## src/rtl/uart_rx_ctrl_if.sv

```systemverilog
// rtl/uart_rx_ctrl_if.sv - assembler/host side signal bundle for the UART receive controller
interface uart_rx_ctrl_if #(
    parameter int FIFO_DEPTH = 4
) ();
    localparam int CW = $clog2(FIFO_DEPTH) + 1;

    logic          active_flag;
    logic          recieved_flag;
    logic [10:0]   data_parll;
    logic          rd_en;
    logic          err_clr;
    logic [7:0]    rd_data;
    logic          rd_valid;
    logic          fifo_empty;
    logic          fifo_full;
    logic [CW-1:0] fifo_count;
    logic          parity_err;
    logic          frame_err;
    logic          overrun_err;
    logic          rx_busy;

    modport slave (
        input  active_flag, recieved_flag, data_parll, rd_en, err_clr,
        output rd_data, rd_valid, fifo_empty, fifo_full, fifo_count,
               parity_err, frame_err, overrun_err, rx_busy
    );

    modport master (
        output active_flag, recieved_flag, data_parll, rd_en, err_clr,
        input  rd_data, rd_valid, fifo_empty, fifo_full, fifo_count,
               parity_err, frame_err, overrun_err, rx_busy
    );
endinterface

```

## src/rtl/uart_rx_ctrl.sv

```systemverilog
// rtl/uart_rx_ctrl.sv - UART frame checker with byte FIFO and sticky error status
module uart_rx_ctrl #(
    parameter int FIFO_DEPTH  = 4,
    parameter int PARITY_ODD  = 0,
    parameter int DROP_ON_ERR = 1
) (
    input  logic           baud_clk,
    input  logic           reset,
    uart_rx_ctrl_if.slave  bus
);
    localparam int PW = (FIFO_DEPTH > 1) ? $clog2(FIFO_DEPTH) : 1;
    localparam int CW = $clog2(FIFO_DEPTH) + 1;
    localparam logic [CW-1:0] FULL_CNT = CW'(FIFO_DEPTH);
    localparam logic ODD_BIT  = (PARITY_ODD != 0);
    localparam logic DROP_BIT = (DROP_ON_ERR != 0);

    localparam logic [1:0] S_WAIT  = 2'd0;
    localparam logic [1:0] S_CHECK = 2'd1;
    localparam logic [1:0] S_STORE = 2'd2;

    logic [1:0]    state_q, state_d;
    logic          flag_q;
    logic [10:0]   frame_q;
    logic          p_bad_q, f_bad_q;
    logic [7:0]    mem_q [FIFO_DEPTH];
    logic [PW-1:0] wr_ptr_q, rd_ptr_q;
    logic [CW-1:0] count_q;
    logic [7:0]    rd_data_q;
    logic          rd_valid_q;
    logic          parity_err_q, frame_err_q, overrun_err_q;

    logic new_frame, empty, full, rd_fire, errored, in_store;
    logic push, store_ovr, busy_ovr;

    // Frame edge detect, FIFO status and the STORE-cycle push/overrun decision
    always_comb begin
        new_frame = bus.recieved_flag & ~flag_q;
        empty     = (count_q == '0);
        full      = (count_q == FULL_CNT);
        rd_fire   = bus.rd_en & ~empty;
        errored   = p_bad_q | f_bad_q;
        in_store  = (state_q == S_STORE);
        push      = in_store & ~(errored & DROP_BIT) & (~full | rd_fire);
        store_ovr = in_store & ~(errored & DROP_BIT) & full & ~rd_fire;
        busy_ovr  = new_frame & (state_q != S_WAIT);
        state_d   = state_q;
        case (state_q)
            S_WAIT:  if (new_frame) state_d = S_CHECK;
            S_CHECK: state_d = S_STORE;
            S_STORE: state_d = S_WAIT;
            default: state_d = S_WAIT;
        endcase
    end

    // Controller state, flag history and frame capture/check registers
    always_ff @(posedge baud_clk) begin
        if (reset) begin
            state_q <= S_WAIT;
            flag_q  <= 1'b0;
            frame_q <= '0;
            p_bad_q <= 1'b0;
            f_bad_q <= 1'b0;
        end else begin
            state_q <= state_d;
            flag_q  <= bus.recieved_flag;
            if (state_q == S_WAIT && new_frame)
                frame_q <= bus.data_parll;
            if (state_q == S_CHECK) begin
                p_bad_q <= (^frame_q[9:1]) != ODD_BIT;
                f_bad_q <= frame_q[0] | ~frame_q[10];
            end
        end
    end

    // FIFO storage; a full FIFO reads the old head while the new byte lands in the same slot
    always_ff @(posedge baud_clk) begin
        if (push)
            mem_q[wr_ptr_q] <= frame_q[8:1];
    end

    // FIFO pointers, occupancy and the read port
    always_ff @(posedge baud_clk) begin
        if (reset) begin
            wr_ptr_q   <= '0;
            rd_ptr_q   <= '0;
            count_q    <= '0;
            rd_data_q  <= '0;
            rd_valid_q <= 1'b0;
        end else begin
            rd_valid_q <= rd_fire;
            if (push)
                wr_ptr_q <= wr_ptr_q + 1'b1;
            if (rd_fire) begin
                rd_data_q <= mem_q[rd_ptr_q];
                rd_ptr_q  <= rd_ptr_q + 1'b1;
            end
            case ({push, rd_fire})
                2'b10:   count_q <= count_q + 1'b1;
                2'b01:   count_q <= count_q - 1'b1;
                default: count_q <= count_q;
            endcase
        end
    end

    // Sticky error flags; a new error in the clearing cycle keeps the flag set
    always_ff @(posedge baud_clk) begin
        if (reset) begin
            parity_err_q  <= 1'b0;
            frame_err_q   <= 1'b0;
            overrun_err_q <= 1'b0;
        end else begin
            parity_err_q  <= (parity_err_q  & ~bus.err_clr) | (in_store & p_bad_q);
            frame_err_q   <= (frame_err_q   & ~bus.err_clr) | (in_store & f_bad_q);
            overrun_err_q <= (overrun_err_q & ~bus.err_clr) | store_ovr | busy_ovr;
        end
    end

    assign bus.rd_data     = rd_data_q;
    assign bus.rd_valid    = rd_valid_q;
    assign bus.fifo_empty  = empty;
    assign bus.fifo_full   = full;
    assign bus.fifo_count  = count_q;
    assign bus.parity_err  = parity_err_q;
    assign bus.frame_err   = frame_err_q;
    assign bus.overrun_err = overrun_err_q;
    assign bus.rx_busy     = bus.active_flag | (state_q != S_WAIT);
endmodule

```

## src/flat_wrapper.sv

```systemverilog
// flat-port wrapper written by rule: the top's interface ports become plain ports
module uart_rx_ctrl_flat 
#(
    parameter int FIFO_DEPTH  = 4,
    parameter int PARITY_ODD  = 0,
    parameter int DROP_ON_ERR = 1
)
  (baud_clk, reset, bus_active_flag, bus_recieved_flag, bus_data_parll, bus_rd_en, bus_err_clr, bus_rd_data, bus_rd_valid, bus_fifo_empty, bus_fifo_full, bus_fifo_count, bus_parity_err, bus_frame_err, bus_overrun_err, bus_rx_busy);
  uart_rx_ctrl_if #(.FIFO_DEPTH(FIFO_DEPTH)) bus_i ();
  input  logic baud_clk;
  input  logic reset;
  input wire logic [$bits(bus_i.active_flag)-1:0] bus_active_flag;
  input wire logic [$bits(bus_i.recieved_flag)-1:0] bus_recieved_flag;
  input wire logic [$bits(bus_i.data_parll)-1:0] bus_data_parll;
  input wire logic [$bits(bus_i.rd_en)-1:0] bus_rd_en;
  input wire logic [$bits(bus_i.err_clr)-1:0] bus_err_clr;
  output wire logic [$bits(bus_i.rd_data)-1:0] bus_rd_data;
  output wire logic [$bits(bus_i.rd_valid)-1:0] bus_rd_valid;
  output wire logic [$bits(bus_i.fifo_empty)-1:0] bus_fifo_empty;
  output wire logic [$bits(bus_i.fifo_full)-1:0] bus_fifo_full;
  output wire logic [$bits(bus_i.fifo_count)-1:0] bus_fifo_count;
  output wire logic [$bits(bus_i.parity_err)-1:0] bus_parity_err;
  output wire logic [$bits(bus_i.frame_err)-1:0] bus_frame_err;
  output wire logic [$bits(bus_i.overrun_err)-1:0] bus_overrun_err;
  output wire logic [$bits(bus_i.rx_busy)-1:0] bus_rx_busy;
  assign bus_i.active_flag = bus_active_flag;
  assign bus_i.recieved_flag = bus_recieved_flag;
  assign bus_i.data_parll = bus_data_parll;
  assign bus_i.rd_en = bus_rd_en;
  assign bus_i.err_clr = bus_err_clr;
  assign bus_rd_data = bus_i.rd_data;
  assign bus_rd_valid = bus_i.rd_valid;
  assign bus_fifo_empty = bus_i.fifo_empty;
  assign bus_fifo_full = bus_i.fifo_full;
  assign bus_fifo_count = bus_i.fifo_count;
  assign bus_parity_err = bus_i.parity_err;
  assign bus_frame_err = bus_i.frame_err;
  assign bus_overrun_err = bus_i.overrun_err;
  assign bus_rx_busy = bus_i.rx_busy;
  uart_rx_ctrl #(.FIFO_DEPTH(FIFO_DEPTH), .PARITY_ODD(PARITY_ODD), .DROP_ON_ERR(DROP_ON_ERR)) u_core (.baud_clk(baud_clk), .reset(reset), .bus(bus_i));
endmodule
```

## config.mk

```make
export PLATFORM = sky130hd
export DESIGN_NAME = uart_rx_ctrl_flat
export DESIGN_NICKNAME = d
export VERILOG_FILES = /design/src/rtl/uart_rx_ctrl_if.sv /design/src/rtl/uart_rx_ctrl.sv /design/src/flat_wrapper.sv
export SDC_FILE = /design/constraint.sdc
export NUM_CORES = 1
export LEC_CHECK = 0
export ABC_AREA = 1
export CORE_ASPECT_RATIO = 0.6
export CORE_UTILIZATION = 24
export CTS_BUF_LIST = sky130_fd_sc_hd__clkbuf_4 sky130_fd_sc_hd__clkbuf_8 sky130_fd_sc_hd__clkbuf_16
export CTS_CLUSTER_DIAMETER = 40
export DETAILED_ROUTE_END_ITERATION = 12
export MAX_ROUTING_LAYER = met4
export PLACE_DENSITY = 0.49
export SYNTH_ARGS = -nofsm -noshare
export SYNTH_HDL_FRONTEND = slang
export SYNTH_SLANG_ARGS = --single-unit
```

## constraint.sdc

```tcl
create_clock -name baud_clk -period 2 [get_ports baud_clk]
set_input_delay 0.4 -clock baud_clk [delete_from_list [all_inputs] [get_ports baud_clk]]
set_output_delay 0.4 -clock baud_clk [all_outputs]
set_load 0.05 [all_outputs]
```

==> results by stage <==
Power:
- The power per cell area is 982 nW/um^2.
- The maximum resistive drop on vdd is 510 uV.
- The leakage power is 1.35 nW.
- The design draws 3.51 mW.

Min path:
- The class of the tightest hold or removal check is reg2reg.

Place:
- The cell total after placement is approximately 460.
- The number of port buffers is 34.
- Summing all placed instances gives a cell area of 3280 um^2.
- The placer congestion estimate is 0.732.
- The wire-length estimate of the detail-placed layout is 4190 um.

Logic synthesis:
- In the synthesized netlist the dominant register cell turns out to be sky130_fd_sc_hd__dfxtp_1.
- In the synthesized netlist, the cells that appear most often are 52 x sky130_fd_sc_hd__nor2_1, 39 x sky130_fd_sc_hd__o21ai_0, 35 x sky130_fd_sc_hd__dfxtp_1, 32 x sky130_fd_sc_hd__edfxtp_1, 30 x sky130_fd_sc_hd__nand2_1.
- The cell type with the highest aggregate area in the netlist is sky130_fd_sc_hd__edfxtp_1.
- Synthesis produced a netlist whose cell count is 286.
- During synthesis, Yosys emitted a total of 0 warnings.
- The cell area that synthesis handed to floorplanning was 2760 um^2.
- The register bit count reported by yosys is 67.
- The average footprint of a synthesized cell is between 9 and 10 um^2.
- The most common cell in the netlist is sky130_fd_sc_hd__nor2_1.
- The number of nets handed over by synthesis was 309.
- The distinct cell type count of the synthesized netlist is 27.
- By area the synthesized netlist is led by sky130_fd_sc_hd__edfxtp_1 35%, sky130_fd_sc_hd__dfxtp_1 25%, sky130_fd_sc_hd__o21ai_0 7.1%, sky130_fd_sc_hd__nor2_1 7.1%, sky130_fd_sc_hd__nand2_1 4.1%.
- Of all flip-flops after synthesis, the portion carrying an async set or reset was 0%.
- Of the synthesized area, sequential elements account for 60.3%.
- The top cell type by area accounts for 34.9% of the synthesized area.
- The number of flops mapped to enable cells by yosys is 32.

Floorplanning:
- The die is between 80 and 90 um tall.
- The I/O pin total is 35.
- The core area is 10800 um^2.
- In this run the core area contains 29 standard-cell rows.
- The initial standard-cell utilization of the core is 25.4%.
- The area of the die is around 12000 um^2.
- The die width is 140 um.

Layout:
- The number of standard cells in the final layout excluding fillers is approximately 470.
- Compared with the post-synthesis result, the final layout area differs by 29.5%.
- In the final design database the tool counted 353 nets.
- Of the cells placed in the final design, the portion with a size suffix greater than 1 is 16.4%.
- The utilization after layout is 32.9%.
- The number of inserted filler cells in the final layout is 1105.
- The design area is ~3600 um^2.
- 0 antenna diodes ended up in the layout.

CTS:
- Post-CTS repair changed the size of 0 cells.
- TritonCTS built the clock tree.
- In this run, post-CTS hold repair placed 0 buffers.
- The H-tree depth is 3.
- The total CTS buffers is 9.
- The tree is rooted in a sky130_fd_sc_hd__clkbuf_16.
- The largest buffer count on any clock path is 2.
- The clock sink count is 67.
- Once the clock tree was built, the setup fixing pass inserted 0 buffers.
- After clock tree synthesis, the clock-pin slew on the worst setup and hold paths is ~0.060 ns.
- For the worst-skew pair, the clock arrives at the later sink with an insertion delay of ~0.33 ns.

Setup path:
- The category of the critical setup timing path is reg2out.
- The biggest cell delay along the critical path is a little over 0.8 ns.
- Traced cell by cell, the critical path runs through clkdlybuf4s50_1.
- The setup check on the worst reg-to-reg path leaves a slack of 0.16 ns.
- STA classifies the critical path endpoint as an output pin.
- The critical path capture point is bus_fifo_count[2].
- The critical path launch point is u_core.bus.fifo_count[2]$_SDFFE_PP0P_.
- The worst setup path is launched from a register.
- The end of the worst register-to-register path is u_core.bus.fifo_count[2]$_SDFFE_PP0P_.
- For the worst setup path, the data arrival time is around 1.5 ns.
- The length in cells of the worst reg-to-reg path is 11.
- The critical-path maximum fanout is 3.
- The critical-path cell with the highest stage delay is sky130_fd_sc_hd__clkdlybuf4s50_1.
- The startpoint identified for the worst register-to-register timing path is u_core.bus.fifo_count[2]$_SDFFE_PP0P_.
- Counting both buffers and inverters, the worst setup path holds a total of 1.
- The cell family contributing the most delay on the critical path is buffers and inverters.
- The data required time at the worst endpoint is 1.60 ns.
- In this run the number of cells on the critical path is 1.

Detailed routing:
- The count of antenna-violating nets left after detailed routing is 0.
- After detailed routing, the number of remaining DRC violations is 0.
- In the final routed layout, each cell accounts on average for 12.9 um.
- The number of DRC violations after detailed-routing iteration 0 is 134.
- Before antenna repair, the detailed router went through 4 iterations.
- The detailed-route via count is about 2000.
- The total detailed-routing wirelength is 6120 um.
- Using the TritonRoute via totals, the vias-per-cell ratio works out to 4.24.

Timing:
- Measured against its own limit, the worst slew margin works out to ~65%.
- The final number of max-transition violations is 0.
- Setup violations remaining at the end of the flow were counted as 0.
- The highest attainable clock frequency is 0.523 GHz.
- At the pin with the least slew margin, the transition time is 0.531 ns.
- The final critical-path share of the clock period is 95.5%.
- The worst-case clock skew is between 0.005 and 0.006 ns.
- Setup repair after global routing left no endpoint under its margin.
- The minimum period implied by the final worst setup slack is 1.91 ns.
- Summed over all failing endpoints, the final setup total negative slack is 0 ns.
- The final number of hold-violating endpoints is 0.

Global routing:
- The number of antenna violations at the first check in global routing was 0.
- Global routing used 11.6% of the available tracks across all layers.
- After global routing the overflow that remains totals 0.
- Entering global routing, the biggest net connects 27 pins.
- The number of global-route vias before repair was 1913.
- The first global-routing pass estimated about 10000 um of wire.

Run status:
- The flow ran to the end, and the final reports show no timing, DRC or antenna violations.

Job:
- The tool flagged a number of max-cap violations equal to 0.
cell usage in the layout, fill, tap and decap left out, drive strengths merged:
| cell | n |
|---|---|
| ha | 5 |
| a31oi | 10 |
| clkbuf | 14 |
| inv | 32 |
| xnor2 | 1 |
| a21oi | 18 |
| nand2 | 33 |
| edfxtp | 32 |
| nand3 | 6 |
| dfxtp | 35 |
| or2 | 1 |
| buf | 16 |
| clkinv | 3 |
| nor3 | 4 |
| nor2 | 54 |
| fa | 1 |
| o21ai | 43 |
| clkdlybuf4s50 | 27 |
per-layer routing:
layer / part of all wire [%] / track usage (%)
met1: 55 / 16.3
met2: 38 / 14.9
met3: 4.9 / 3.95
met4: 1.4 / 4.50
met5: 0 / -
where the power goes:
group	total [mW]	switching, mW	internal [mW]
Clock	1.51	0.548	0.962
Combinational	0.431	0.272	0.159
Sequential	1.57	0.0656	1.50
flip-flops by register name, summed over array words and instances, names as in the netlist:
signal                  cells
u_core.rd_ptr_q             2
u_core.frame_q             11
u_core.bus.rd_valid         1
u_core.wr_ptr_q             2
u_core.f_bad_q              1
u_core.state_q              2
u_core.bus.parity_err       1
u_core.bus.overrun_err      1
u_core.bus.fifo_count       3
u_core.mem_q               32
u_core.p_bad_q              1
u_core.bus.frame_err        1
u_core.flag_q               1
u_core.bus.rd_data          8
through the flow:
step                      hold WS, ns  worst slack [ns]
after floorplan                 0.418            -0.250
after global placement          0.436           -0.0904
after detailed placement        0.449            -0.116
after CTS                       0.457            0.0737
after global routing            0.472            0.0440
final                           0.450            0.0893
cell families after synthesis:
group / synth area share [%]
compound gates: 13.6
xor+xnor: 0.318
fa+ha+maj: 3.00
buf+inv: 7.35
flops: 60.3
simple gates: 15.4
layout make-up:
class	instances	area [um^2]	share of cell area (%)
multi-input cells	176	920	25.8
clock buffers	14	282	7.89
repair buffers	43	390	10.9
clock inverters	2	8.76	0.245
inverters	33	128	3.58
well taps	139	174	4.87
flip-flops and latches	67	1670	46.7
worst min path at each step:
stage | depth (start not counted) | end | start
detailed placement | 1 | u_core.f_bad_q$_SDFFE_PP0N_ | u_core.frame_q[10]$_SDFFE_PP0P_
floorplan | 1 | u_core.f_bad_q$_SDFFE_PP0N_ | u_core.frame_q[10]$_SDFFE_PP0P_
global placement | 1 | u_core.f_bad_q$_SDFFE_PP0N_ | u_core.frame_q[10]$_SDFFE_PP0P_
finish | 1 | u_core.f_bad_q$_SDFFE_PP0N_ | u_core.frame_q[10]$_SDFFE_PP0P_
CTS | 1 | u_core.f_bad_q$_SDFFE_PP0N_ | u_core.frame_q[10]$_SDFFE_PP0P_
global route | 1 | u_core.f_bad_q$_SDFFE_PP0N_ | u_core.frame_q[10]$_SDFFE_PP0P_
(Power assumes the default switching activity.)
